==> src/rtl/pc_unit_if.sv <==
// pc_unit_if -- request/status bundle between the fetch logic and pc_unit.
//   master : drives stall/branch/offset/jump/call/ret/target, observes status
//   slave  : pc_unit side; receives requests, drives pc, pc_plus and
//            return-address-stack status (ras_count/empty/full/ovf/unf)
interface pc_unit_if #(
    parameter int WIDTH     = 32,
    parameter int RAS_DEPTH = 4
);
    localparam int CW = $clog2(RAS_DEPTH) + 1;

    logic             stall;
    logic             branch;
    logic [WIDTH-1:0] offset;
    logic             jump;
    logic             call;
    logic             ret;
    logic [WIDTH-1:0] target;
    logic [WIDTH-1:0] pc;
    logic [WIDTH-1:0] pc_plus;
    logic [CW-1:0]    ras_count;
    logic             ras_empty;
    logic             ras_full;
    logic             ras_ovf;
    logic             ras_unf;

    modport master (
        output stall, branch, offset, jump, call, ret, target,
        input  pc, pc_plus, ras_count, ras_empty, ras_full, ras_ovf, ras_unf
    );

    modport slave (
        input  stall, branch, offset, jump, call, ret, target,
        output pc, pc_plus, ras_count, ras_empty, ras_full, ras_ovf, ras_unf
    );
endinterface

==> src/rtl/pc_unit.sv <==
// pc_unit -- program counter with a circular return-address stack.
// All state updates on the falling edge of clk.
//   clk   : clock (state changes on negedge)
//   reset : synchronous active-high reset, sampled on the falling edge
//   bus   : pc_unit_if.slave -- requests in (stall, ret, call, jump, branch
//           with offset/target), pc/pc_plus and stack status out
// Request priority: reset, stall, ret, call, jump, branch, sequential.
module pc_unit #(
    parameter int               WIDTH      = 32,
    parameter int               STEP       = 1,
    parameter logic [WIDTH-1:0] RESET_ADDR = '0,
    parameter int               RAS_DEPTH  = 4
) (
    input logic       clk,
    input logic       reset,
    pc_unit_if.slave  bus
);
    localparam int AW = $clog2(RAS_DEPTH);
    localparam int CW = AW + 1;

    logic [WIDTH-1:0] pc_q;
    logic [WIDTH-1:0] pc_plus;
    logic [WIDTH-1:0] stack [RAS_DEPTH];
    // ptr is the next write slot; it wraps freely so a push onto a full
    // stack overwrites the oldest entry and the newest ones stay in order.
    logic [AW-1:0]    ptr;
    logic [AW-1:0]    ptr_dec;
    logic [CW-1:0]    count;
    logic             full;
    logic             ovf;
    logic             unf;

    assign pc_plus = pc_q + WIDTH'(STEP);
    assign ptr_dec = ptr - AW'(1);
    assign full    = (count == CW'(RAS_DEPTH));

    always_ff @(negedge clk) begin
        if (reset) begin
            pc_q  <= RESET_ADDR;
            ptr   <= '0;
            count <= '0;
            ovf   <= 1'b0;
            unf   <= 1'b0;
        end else if (!bus.stall) begin
            if (bus.ret) begin
                if (count != '0) begin
                    pc_q  <= stack[ptr_dec];
                    ptr   <= ptr_dec;
                    count <= count - CW'(1);
                end else begin
                    // return with nothing to return to: fall through
                    pc_q <= pc_plus;
                    unf  <= 1'b1;
                end
            end else if (bus.call) begin
                stack[ptr] <= pc_plus;
                ptr        <= ptr + AW'(1);
                if (full) ovf   <= 1'b1;
                else      count <= count + CW'(1);
                pc_q <= bus.target;
            end else if (bus.jump) begin
                pc_q <= bus.target;
            end else if (bus.branch) begin
                pc_q <= pc_q + bus.offset;
            end else begin
                pc_q <= pc_plus;
            end
        end
    end

    assign bus.pc        = pc_q;
    assign bus.pc_plus   = pc_plus;
    assign bus.ras_count = count;
    assign bus.ras_empty = (count == '0);
    assign bus.ras_full  = full;
    assign bus.ras_ovf   = ovf;
    assign bus.ras_unf   = unf;
endmodule

==> src/flat_wrapper.sv <==
// flat-port wrapper written by rule: the top's interface ports become plain ports
module pc_unit_flat 
#(
    parameter int               WIDTH      = 32,
    parameter int               STEP       = 1,
    parameter logic [WIDTH-1:0] RESET_ADDR = '0,
    parameter int               RAS_DEPTH  = 4
)
  (clk, reset, bus_stall, bus_branch, bus_offset, bus_jump, bus_call, bus_ret, bus_target, bus_pc, bus_pc_plus, bus_ras_count, bus_ras_empty, bus_ras_full, bus_ras_ovf, bus_ras_unf);
  pc_unit_if #(.WIDTH(WIDTH), .RAS_DEPTH(RAS_DEPTH)) bus_i ();
  input logic clk;
  input logic reset;
  input wire logic [$bits(bus_i.stall)-1:0] bus_stall;
  input wire logic [$bits(bus_i.branch)-1:0] bus_branch;
  input wire logic [$bits(bus_i.offset)-1:0] bus_offset;
  input wire logic [$bits(bus_i.jump)-1:0] bus_jump;
  input wire logic [$bits(bus_i.call)-1:0] bus_call;
  input wire logic [$bits(bus_i.ret)-1:0] bus_ret;
  input wire logic [$bits(bus_i.target)-1:0] bus_target;
  output wire logic [$bits(bus_i.pc)-1:0] bus_pc;
  output wire logic [$bits(bus_i.pc_plus)-1:0] bus_pc_plus;
  output wire logic [$bits(bus_i.ras_count)-1:0] bus_ras_count;
  output wire logic [$bits(bus_i.ras_empty)-1:0] bus_ras_empty;
  output wire logic [$bits(bus_i.ras_full)-1:0] bus_ras_full;
  output wire logic [$bits(bus_i.ras_ovf)-1:0] bus_ras_ovf;
  output wire logic [$bits(bus_i.ras_unf)-1:0] bus_ras_unf;
  assign bus_i.stall = bus_stall;
  assign bus_i.branch = bus_branch;
  assign bus_i.offset = bus_offset;
  assign bus_i.jump = bus_jump;
  assign bus_i.call = bus_call;
  assign bus_i.ret = bus_ret;
  assign bus_i.target = bus_target;
  assign bus_pc = bus_i.pc;
  assign bus_pc_plus = bus_i.pc_plus;
  assign bus_ras_count = bus_i.ras_count;
  assign bus_ras_empty = bus_i.ras_empty;
  assign bus_ras_full = bus_i.ras_full;
  assign bus_ras_ovf = bus_i.ras_ovf;
  assign bus_ras_unf = bus_i.ras_unf;
  pc_unit #(.WIDTH(WIDTH), .STEP(STEP), .RESET_ADDR(RESET_ADDR), .RAS_DEPTH(RAS_DEPTH)) u_core (.clk(clk), .reset(reset), .bus(bus_i));
endmodule
==> config.mk <==
export PLATFORM = sky130hd
export DESIGN_NAME = pc_unit_flat
export DESIGN_NICKNAME = d
export VERILOG_FILES = /design/src/rtl/pc_unit_if.sv /design/src/rtl/pc_unit.sv /design/src/flat_wrapper.sv
export SDC_FILE = /design/constraint.sdc
export NUM_CORES = 1
export LEC_CHECK = 0
export ABC_AREA = 1
export BUFFER_PORTS_ARGS = -buffer_cell sky130_fd_sc_hd__buf_2
export CORE_UTILIZATION = 42
export DETAILED_ROUTE_END_ITERATION = 8
export PLACE_DENSITY = 0.7
export SYNTH_ARGS = -nofsm -noshare
export SYNTH_HDL_FRONTEND = slang
export SYNTH_SLANG_ARGS = --single-unit
==> constraint.sdc <==
create_clock -name clk -period 5.6 [get_ports clk]
set_input_delay 0.28 -clock clk [delete_from_list [all_inputs] [get_ports clk]]
set_output_delay 0.28 -clock clk [all_outputs]
set_load 0.02 [all_outputs]
Word-level counts from Yosys, hierarchy flattened
Memories as Yosys holds them, arrays and structs flattened.
Index checks and enable logic that the tools add are counted.
{"block": "totals", "in_bits": 71, "wordCells": 42, "memories": 1, "ramBits": 128, "output_inout_bits": 71, "register_bits": 39}
{"name": "u_core.stack", "depth": 4, "width": 32, "rd": 1, "rd_clocked_by_memory_dff": 0, "wr": 1, "line": "pc_unit.sv:23", "source": "logic [WIDTH-1:0] stack [RAS_DEPTH];"}
{"block": "op_classes", "bitwise": 3, "eq_ne": 3, "mux": 17, "n_addsub": 6, "n_reduce_logical": 7}
{"op": "$mux 32", "n": 5}
{"op": "$add 32x1->32 const B", "n": 1}
{"op": "$add 32x32->32", "n": 1}
{"op": "$mux 3", "n": 4}
{"op": "$reduce_and 4->1", "n": 2}
{"op": "$mux 2", "n": 3}
{"op": "$reduce_and 3->1", "n": 2}
{"op": "$mux 1", "n": 5}
{"op": "$add 3x1->3 const B", "n": 1}
{"op": "$eq 3x3->1 const B", "n": 1}
{"op": "$logic_not 3->1", "n": 1}
{"op": "$not 1->1", "n": 3}
{"op": "$reduce_bool 3->1", "n": 1}
{"op": "$sub 3x1->3 const B", "n": 1}
{"op": "$add 2x1->2 const B", "n": 1}
{"op": "$ne 2x1->1 const B", "n": 1}
{"op": "$ne 2x2->1 const B", "n": 1}
{"op": "$reduce_bool 2->1", "n": 1}
{"op": "$sub 2x1->2 const B", "n": 1}

Longest topological paths before layout
Gate-level depths: netlist of the first run.
{"block": "depth", "depth_word": 5, "mapped_depth": 15, "ltp_nobuf": 15}

==> run summary, run 1 <==
The run finished with clean final reports. The y dimension of the die is 162 um. The register-to-register setup slack is 3.18 ns. The initial utilization of the core area, before any placement, comes to 0.428.

The data arrival time of the worst path came out at 5.20 ns. The initial antenna violation count was 0. The total of flip-flops plus latches after synthesis came out at 167.

In this run the worst path has a maximum fanout of 7. Clock tree synthesis found a total of 167 sinks. The tree is rooted in a sky130_fd_sc_hd__clkbuf_16. Across the run, the number of max-cap violations was 0. The share of the synthesized area in the top cell type came out at 0.357.

The worst supply voltage drop on vdd came out at 197 uV. For the worst setup path, the data required time is 5.32 ns. The unique cell type count in the Yosys netlist came out at 41. The startpoint identified for the worst register-to-register timing path is u_core.bus.pc[17]. The count of nets left with antenna violations after detail routing came out at 0.

The gate count after technology mapping came out at 1,461. The met1 usage in global routing is 0.355. Setup repair after global routing left no endpoint under its margin. The routability congestion estimate came out at 0.980.

The H-tree generated during clock tree synthesis spans 4 levels. The library cell used most frequently in the layout, excluding fill and tap cells, is sky130_fd_sc_hd__nand2_1. The finished layout holds 2,114 standard cells, fillers aside. The met2 track demand over resource in global routing is 0.445. Yosys printed 0 warnings. The nature of the critical path startpoint is a flop. The summed negative setup slack over all endpoints came out at 0 ns. The final max-slew violation count is 0. The number of placed instances, taps included, is 1,917. In this run the power density over the cells is 304 mW/mm^2. The count of buffers added by post-CTS timing repair for setup came out at 0. The detailed router placed 11,100 vias in this run. The count of unresolved DRC violations after routing is 0. The buffer depth of the longest clock path is 2. Buffers placed on the I/O ports in this run total 141. The number of top-level pins came out at 142. The delay of the slowest critical-path stage is 0.43 ns. The worst setup slack before clock tree synthesis came out at 0.479 ns. Clock-pin slew was measured on the worst setup and hold paths at 0.04 ns. For this design, the CTS-stage hold fixing added 0 buffers.

The first-pass GRT wire length is 55.2 mm. TritonCTS built the clock tree. The final count of negative-setup-slack endpoints is 0. The area growth from synthesis to final layout is 22.9%. The number of cells on the worst reg-to-reg path came out at 12. The largest net degree at the start of global routing is 83.

In the post-synthesis netlist, the biggest area contributors are sky130_fd_sc_hd__edfxtp_1 36%, sky130_fd_sc_hd__nand2_1 16%, sky130_fd_sc_hd__dfxtp_1 7.2%, sky130_fd_sc_hd__inv_1 6.5%, sky130_fd_sc_hd__nand3_1 4.8%. Summed over all layers, the global routing overflow is 0. The area enclosed by the die boundary came out at 0.0263 sq mm. At the pin with the least slew margin, the transition time is 0.844 ns.

sky130_fd_sc_hd__edfxtp_1 takes more of the synthesized area than any other cell. The met3 layer usage reported by global route is 0.0513. The number of flops mapped to enable cells by yosys came out at 128. The placeable core region is 0.0252 sq mm. For hold timing, the worst endpoint is u_core.bus.ras_unf. The worst setup path is of the flop to primary output kind. In this run the static leakage power is 6.75 nW.

The signal on the critical path passes through ha_1 -> nand2_2 -> nor2_1 -> nand2_1 -> nor2_4 -> xor2_2 -> buf_2. The least setup slack across all paths after layout is 0.117 ns. The number of cells on the worst hold path is 2.

The first-pass iteration count of the detailed router is 6. The worst setup path is captured at a primary output. The row count came out at 58. The fraction of registers with async set/reset came out at 0. For this run, the leading register cell type out of synthesis is sky130_fd_sc_hd__edfxtp_1. The sum of net half-perimeters after detailed placement is 26.0 mm. In the final design database the tool counted 1,881 nets.

The via count of the first global-routing pass is 10,600. In this run the most used layer during global routing was met2. In this run the critical register-to-register path is captured at u_core.bus.pc[31]. On the critical path, the stage with the largest delay is an instance of sky130_fd_sc_hd__dfxtp_2.

The path class of the tightest hold or removal check is flop to flop. The die is 162 um wide. The total count of hold-check failures in the final report came out at 0. The total routed wirelength is 35.7 mm. After detailed routing, the average wire length per cell comes to 16.9 um.

Between clock sinks in the finished design, the worst skew comes to 0.0251 ns. For this run, the register share of the synthesized area comes to 0.429. In the layout the commonest cells are 467 x sky130_fd_sc_hd__nand2_1, 354 x sky130_fd_sc_hd__inv_1, 141 x sky130_fd_sc_hd__buf_2.

In the final layout, the share of cells above drive strength 1 is 0.139. The net count of the mapped netlist came out at 1,570. The repair_antennas step left the layout with diodes totalling 0. The combined area of all synthesized cells is 0.0108 sq mm. Gates resized during post-CTS repair numbered 1.

The number of vias per cell is 5.25. Across every metal layer, demand over resource in global routing totals 0.274. The starting DRC count in detailed routing is 1,002.

A synthesized cell averages 7.38 sq um. The worst slew margin relative to its limit came out at 0.437. Clock latency on the worst-skew pair, taken at its later pin, is 0.47 ns. The number of buffers inserted during clock tree synthesis came out at 17.

In this run the most critical hold path is launched from u_core.bus.ras_unf. Summing internal, switching and leakage power gives 0.00403 W.
-- flip-flops by register name (all words and copies together), names as in the netlist --
name and count:
u_core.bus.ras_count 3, u_core.bus.pc 32, u_core.bus.ras_unf 1, u_core.ptr 2
u_core.stack 128, u_core.bus.ras_ovf 1
-- kinds of logic after synthesis --
family          share of synthesized area
compound gates                      0.129
xor+xnor                           0.0301
fa+ha+maj                          0.0455
buf+inv                            0.0858
flops                               0.429
simple gates                        0.281
-- worst max-delay path by stage --
stage / start / end / depth (start not counted)
after floorplan: bus_ret / u_core.stack[0][0] / 5
after global placement: bus_offset[0] / u_core.bus.pc[28] / 15
after detailed placement: u_core.bus.pc[1] / bus_pc_plus[18] / 9
after CTS: u_core.bus.pc[0] / bus_pc_plus[18] / 9
after global routing: u_core.bus.pc[1] / bus_pc_plus[14] / 7
final: u_core.bus.pc[1] / bus_pc_plus[14] / 7
-- layout make-up --
type	count	area [sq um]
clock inverters	181	769
inverters	190	713
flip-flops and latches	167	4630
clock buffers	17	425
multi-input cells	1051	5290
repair buffers	178	1020
well taps	330	413
fillers	2407	11900
-- critical path, delay by kind of cell, from the launching register on --
family / cells / cell delay [ns]
AND/OR/NAND/NOR: 4 / 0.64
buffers and inverters: 1 / 0.25
flip-flops: 1 / 0.43
XOR/XNOR: 1 / 0.36
adder cells (fa/ha/maj): 1 / 0.24
-- power breakdown --
part           leakage (nW)  switching [W]  total, W  internal [W]
Clock                  1.17       0.000878   0.00163      0.000749
Combinational          4.08       0.000660  0.000961      0.000301
Sequential             1.49      0.0000467   0.00144       0.00139
Total                  6.75        0.00158   0.00403       0.00244
-- stage by stage --
| stage | instance area (sq um) | hold slack [ns] | util |
|---|---|---|---|
| 5_1_grt | 13300 | 0.463 | 0.526 |
| 3_3_place_gp | 12000 | 0.442 | 0.477 |
| 4_1_cts | 13200 | 0.452 | 0.525 |
| 6_report | 13300 | 0.452 | 0.526 |
| 2_1_floorplan | 10800 | 0.520 | - |
| 3_5_place_dp | 12000 | 0.447 | 0.477 |
-- cells in the mapped netlist, types with 3 or more instances --
| cell type | n |
|---|---|
| sky130_fd_sc_hd__a211oi_1 | 8 |
| sky130_fd_sc_hd__a21oi_1 | 97 |
| sky130_fd_sc_hd__a31oi_1 | 14 |
| sky130_fd_sc_hd__buf_1 | 3 |
| sky130_fd_sc_hd__buf_2 | 7 |
| sky130_fd_sc_hd__clkbuf_1 | 41 |
| sky130_fd_sc_hd__dfxtp_1 | 39 |
| sky130_fd_sc_hd__edfxtp_1 | 128 |
| sky130_fd_sc_hd__ha_1 | 36 |
| sky130_fd_sc_hd__inv_1 | 188 |
| sky130_fd_sc_hd__nand2_1 | 468 |
| sky130_fd_sc_hd__nand2_2 | 4 |
| sky130_fd_sc_hd__nand3_1 | 104 |
| sky130_fd_sc_hd__nand3b_1 | 3 |
| sky130_fd_sc_hd__nand4_1 | 8 |
| sky130_fd_sc_hd__nor2_1 | 107 |
| sky130_fd_sc_hd__nor2_2 | 3 |
| sky130_fd_sc_hd__nor2_4 | 8 |
| sky130_fd_sc_hd__nor3_1 | 15 |
| sky130_fd_sc_hd__o211ai_1 | 12 |
| sky130_fd_sc_hd__o21ai_0 | 99 |
| sky130_fd_sc_hd__o21ai_1 | 5 |
| sky130_fd_sc_hd__o21bai_1 | 7 |
| sky130_fd_sc_hd__o22ai_1 | 10 |
| sky130_fd_sc_hd__xnor2_1 | 13 |
| sky130_fd_sc_hd__xor2_1 | 11 |
| sky130_fd_sc_hd__xor2_2 | 6 |
-- layer usage --
layer  routed length [um]  vias to the layer above
met4                  805                        0
met5                    0                        -
met1                15300                     5146
met3                 2580                       49
met2                17100                      474
li1                     -                     5422
No activity file was read; power rests on OpenSTA's default activity.
==> inputs of run 2 (changes only) <==
--- a/config.mk
+++ b/config.mk
@@ -9,7 +9,8 @@
 export BUFFER_PORTS_ARGS = -buffer_cell sky130_fd_sc_hd__buf_2
 export CORE_UTILIZATION = 42
 export DETAILED_ROUTE_END_ITERATION = 8
-export PLACE_DENSITY = 0.7
+export PLACE_DENSITY = 0.64
+export SKIP_LAST_GASP = 1
 export SYNTH_ARGS = -nofsm -noshare
 export SYNTH_HDL_FRONTEND = slang
 export SYNTH_SLANG_ARGS = --single-unit
==> run summary, run 2 (synthesis gave the netlist of run 1 again) <==
The final max-slew violation count was 0 (unchanged). The first-pass GRT wire length was 55.9 mm (+1.2%). The sum of net half-perimeters after detailed placement is 26.3 mm (+1.3%). The worst setup path is captured at a primary output. The buffering stage count on the worst path with inverters included was 2 (+1). The flow ran to the end, and the final reports show no timing, DRC or antenna violations.

The via count of the first global-routing pass is 10,600 (-0.29%). The number of buffers inserted by hold repair at cts is 0 (unchanged). The final count of negative-setup-slack endpoints is 0 (unchanged).

The hold slack came out at 0.449 ns (-0.00303 ns). The count of buffers added by post-CTS timing repair for setup was 0 (unchanged). The data required time at the worst endpoint came out at 5.32 ns (about the same). The horizontal die dimension is 162 um (unchanged). The maximum fanout count along the critical path is 7 (unchanged). The cell total after placement is 1,922 (+0.26%). The most common cell after layout, fill and taps aside is sky130_fd_sc_hd__nand2_1.

The placeable core region is 0.0252 sq mm (unchanged). The initial antenna violation count was 0 (unchanged). The total via count after detailed routing is 11,000 (-0.44%). The effective utilization at floorplan was 0.428 (unchanged). The summed negative setup slack over all endpoints is 0 ns (unchanged).

The y dimension of the die came out at 162 um (unchanged). The worst slew margin relative to its limit came to 0.424 (-0.0123). The root buffer cell chosen for the clock tree is sky130_fd_sc_hd__clkbuf_16.

The area enclosed by the die boundary came out at 0.0263 sq mm (unchanged). The row count came out at 58 (unchanged). The largest net degree at the start of global routing is 83 (unchanged). The number of clock sinks seen by CTS came out at 167 (unchanged). The number of vias per cell came out at 5.21 (-0.68%). The fraction of final layout cells with drive strength greater than 1 is 0.140 (+0.00129).

Counting flops per register, the top entry is u_core.stack. The number of buffers inserted during clock tree synthesis came out at 17 (unchanged). The total inserted antenna cells is 0 (unchanged). The first-pass iteration count of the detailed router came out at 5 (-1). Grouping stages by cell kind, the critical path spends the most delay in simple AND/OR/NAND/NOR gates. The setup clock skew after layout is 0.0254 ns (+0.000287 ns).

The count of nets left with antenna violations after detail routing came out at 0 (unchanged). The delay of the slowest critical-path stage came out at 0.42 ns (about the same). The count of unresolved DRC violations after routing is 0 (unchanged).

The total power of the final layout is 0.00404 W (+0.26%). The static leakage is 6.76 nW (+0.19%). The aggregate global-route resource usage is 0.280 (+0.00638). The number of top-level pins is 142 (unchanged). The routability congestion estimate came out at 0.989 (+0.92%). The transition time at the pin with the least slew margin was 0.862 ns (+0.0185 ns). The signal on the critical path passes through ha_1 -> nand2_2 -> nor2_4 -> inv_1 -> nor2_2 -> xor2_2 -> buf_2. The maximum level of the CTS H-tree is 4 (unchanged). Setup repair after global routing left no endpoint under its margin. The buffer depth of the longest clock path is 2 (unchanged).

The number of max-cap violations came out at 0 (unchanged). The starting DRC count in detailed routing was 967 (-3.5%). The largest individual stage delay along the critical path comes from the cell sky130_fd_sc_hd__dfxtp_2. The clock-pin transition on the worst setup and hold timing paths was 0.03 ns (about the same). The clock tree from TritonCTS is done. The library cells used most frequently in the layout, excluding fill and tap cells, are 468 x sky130_fd_sc_hd__nand2_1, 354 x sky130_fd_sc_hd__inv_1, 141 x sky130_fd_sc_hd__buf_2. The final standard cell count with taps included and fillers excluded is 2,119 (+0.24%). The total routed wirelength came out at 36.2 mm (+1.3%). The clock latency on the worst-skew pair came out at 0.47 ns (about the same). The routed wire length per instance is 17.1 um (+1.0%). The area growth from synthesis to final layout came out at 22.9% (about the same). The flip-flop count of the largest register after layout was 128 (unchanged). The power density over cell area was 305 mW/mm^2 (+0.30%). The worst setup path is of the flop to primary output kind.

The kind of path behind the tightest hold check is flop to flop. The data arrival time of the worst path came out at 5.18 ns (-0.02 ns). The post-layout utilization of the core is 0.526 (about the same).

The number of buffers added on ports is 141 (unchanged). The worst supply voltage drop on vdd was 230 uV (+17%). The worst setup path is launched from a flop. The final net count came to 1,886 (+0.27%). The total count of hold-check failures in the final report came out at 0 (unchanged). The overflow left after global routing is 0 (unchanged).
[run 2: cell count changes in the layout (fill, tap and decap cells not counted)]
cell and change:
sky130_fd_sc_hd__xnor2_4 -1, sky130_fd_sc_hd__xor2_2 +1, sky130_fd_sc_hd__nand2_2 -1, sky130_fd_sc_hd__buf_4 +6
sky130_fd_sc_hd__buf_12 -1, sky130_fd_sc_hd__xnor2_1 +1, sky130_fd_sc_hd__xor2_4 -1, sky130_fd_sc_hd__inv_6 -1
sky130_fd_sc_hd__bufinv_16 +1, sky130_fd_sc_hd__clkinv_4 +1, sky130_fd_sc_hd__clkinv_8 -2, sky130_fd_sc_hd__nand2_1 +1
sky130_fd_sc_hd__clkinvlp_2 +1
[run 2: per-layer routing]
metal | track usage | routed length [um]
met5 | 0 | 0
met4 | 0.113 | 730
met3 | 0.0549 | 2790
met2 | 0.449 | 17100
met1 | 0.371 | 15600
[run 2: worst register-to-register path, stage by stage, from the launching register on]
cell                      delay [ns]
sky130_fd_sc_hd__dfxtp_1        0.53
sky130_fd_sc_hd__ha_1           0.37
sky130_fd_sc_hd__nand2_1        0.12
sky130_fd_sc_hd__nand3_1        0.17
sky130_fd_sc_hd__nand3_1        0.12
sky130_fd_sc_hd__nand3_1        0.24
sky130_fd_sc_hd__nand2_1        0.17
sky130_fd_sc_hd__nand3_1        0.08
sky130_fd_sc_hd__nand3_1        0.16
sky130_fd_sc_hd__nand3_1        0.11
sky130_fd_sc_hd__nand2_1        0.09
sky130_fd_sc_hd__nand2_1        0.05
sky130_fd_sc_hd__a21oi_1        0.15
[run 2: report_power, final]
| part | internal (W) | switching, W | leakage, nW | total (W) |
|---|---|---|---|---|
| Clock | 0.000784 | 0.000855 | 1.17 | 0.00164 |
| Combinational | 0.000298 | 0.000664 | 4.10 | 0.000962 |
| Sequential | 0.00139 | 0.0000438 | 1.49 | 0.00144 |
[run 2: metrics by stage]
| stage | setup WS, ns | cell area, sq um |
|---|---|---|
| 2_1_floorplan | 0.115 | 10800 |
| 3_3_place_gp | 0.531 | 12000 |
| 3_5_place_dp | 0.486 | 12000 |
| 4_1_cts | 0.0577 | 13200 |
| 5_1_grt | 0.0203 | 13300 |
| 6_report | 0.144 | 13300 |
[run 2: repair_timing]
action                     in CTS  in global routing
resized for setup               1                  2
setup endpoints to repair       1                  5
pin swaps                       0                  0
[run 2: layout make-up]
| type | instances | area [sq um] |
|---|---|---|
| clock inverter | 181 | 772 |
| timing repair buffer | 183 | 1050 |
| fill | 2472 | 11900 |
| inverter | 190 | 713 |
| clock buffer | 17 | 425 |
| tap | 330 | 413 |
| multi-input combinational | 1051 | 5250 |
| sequential | 167 | 4630 |
[run 2: worst paths after layout]
path | slack (ns) | cells past startpoint | start | end
hold / removal | 0.45 | 2 | u_core.bus.ras_unf | u_core.bus.ras_unf
hold reg to reg | 0.45 | 2 | u_core.bus.ras_unf | u_core.bus.ras_unf
setup / recovery | 0.14 | 7 | u_core.bus.pc[1] | bus_pc_plus[12]
setup reg to reg | 3.17 | 12 | u_core.bus.pc[2] | u_core.bus.pc[19]
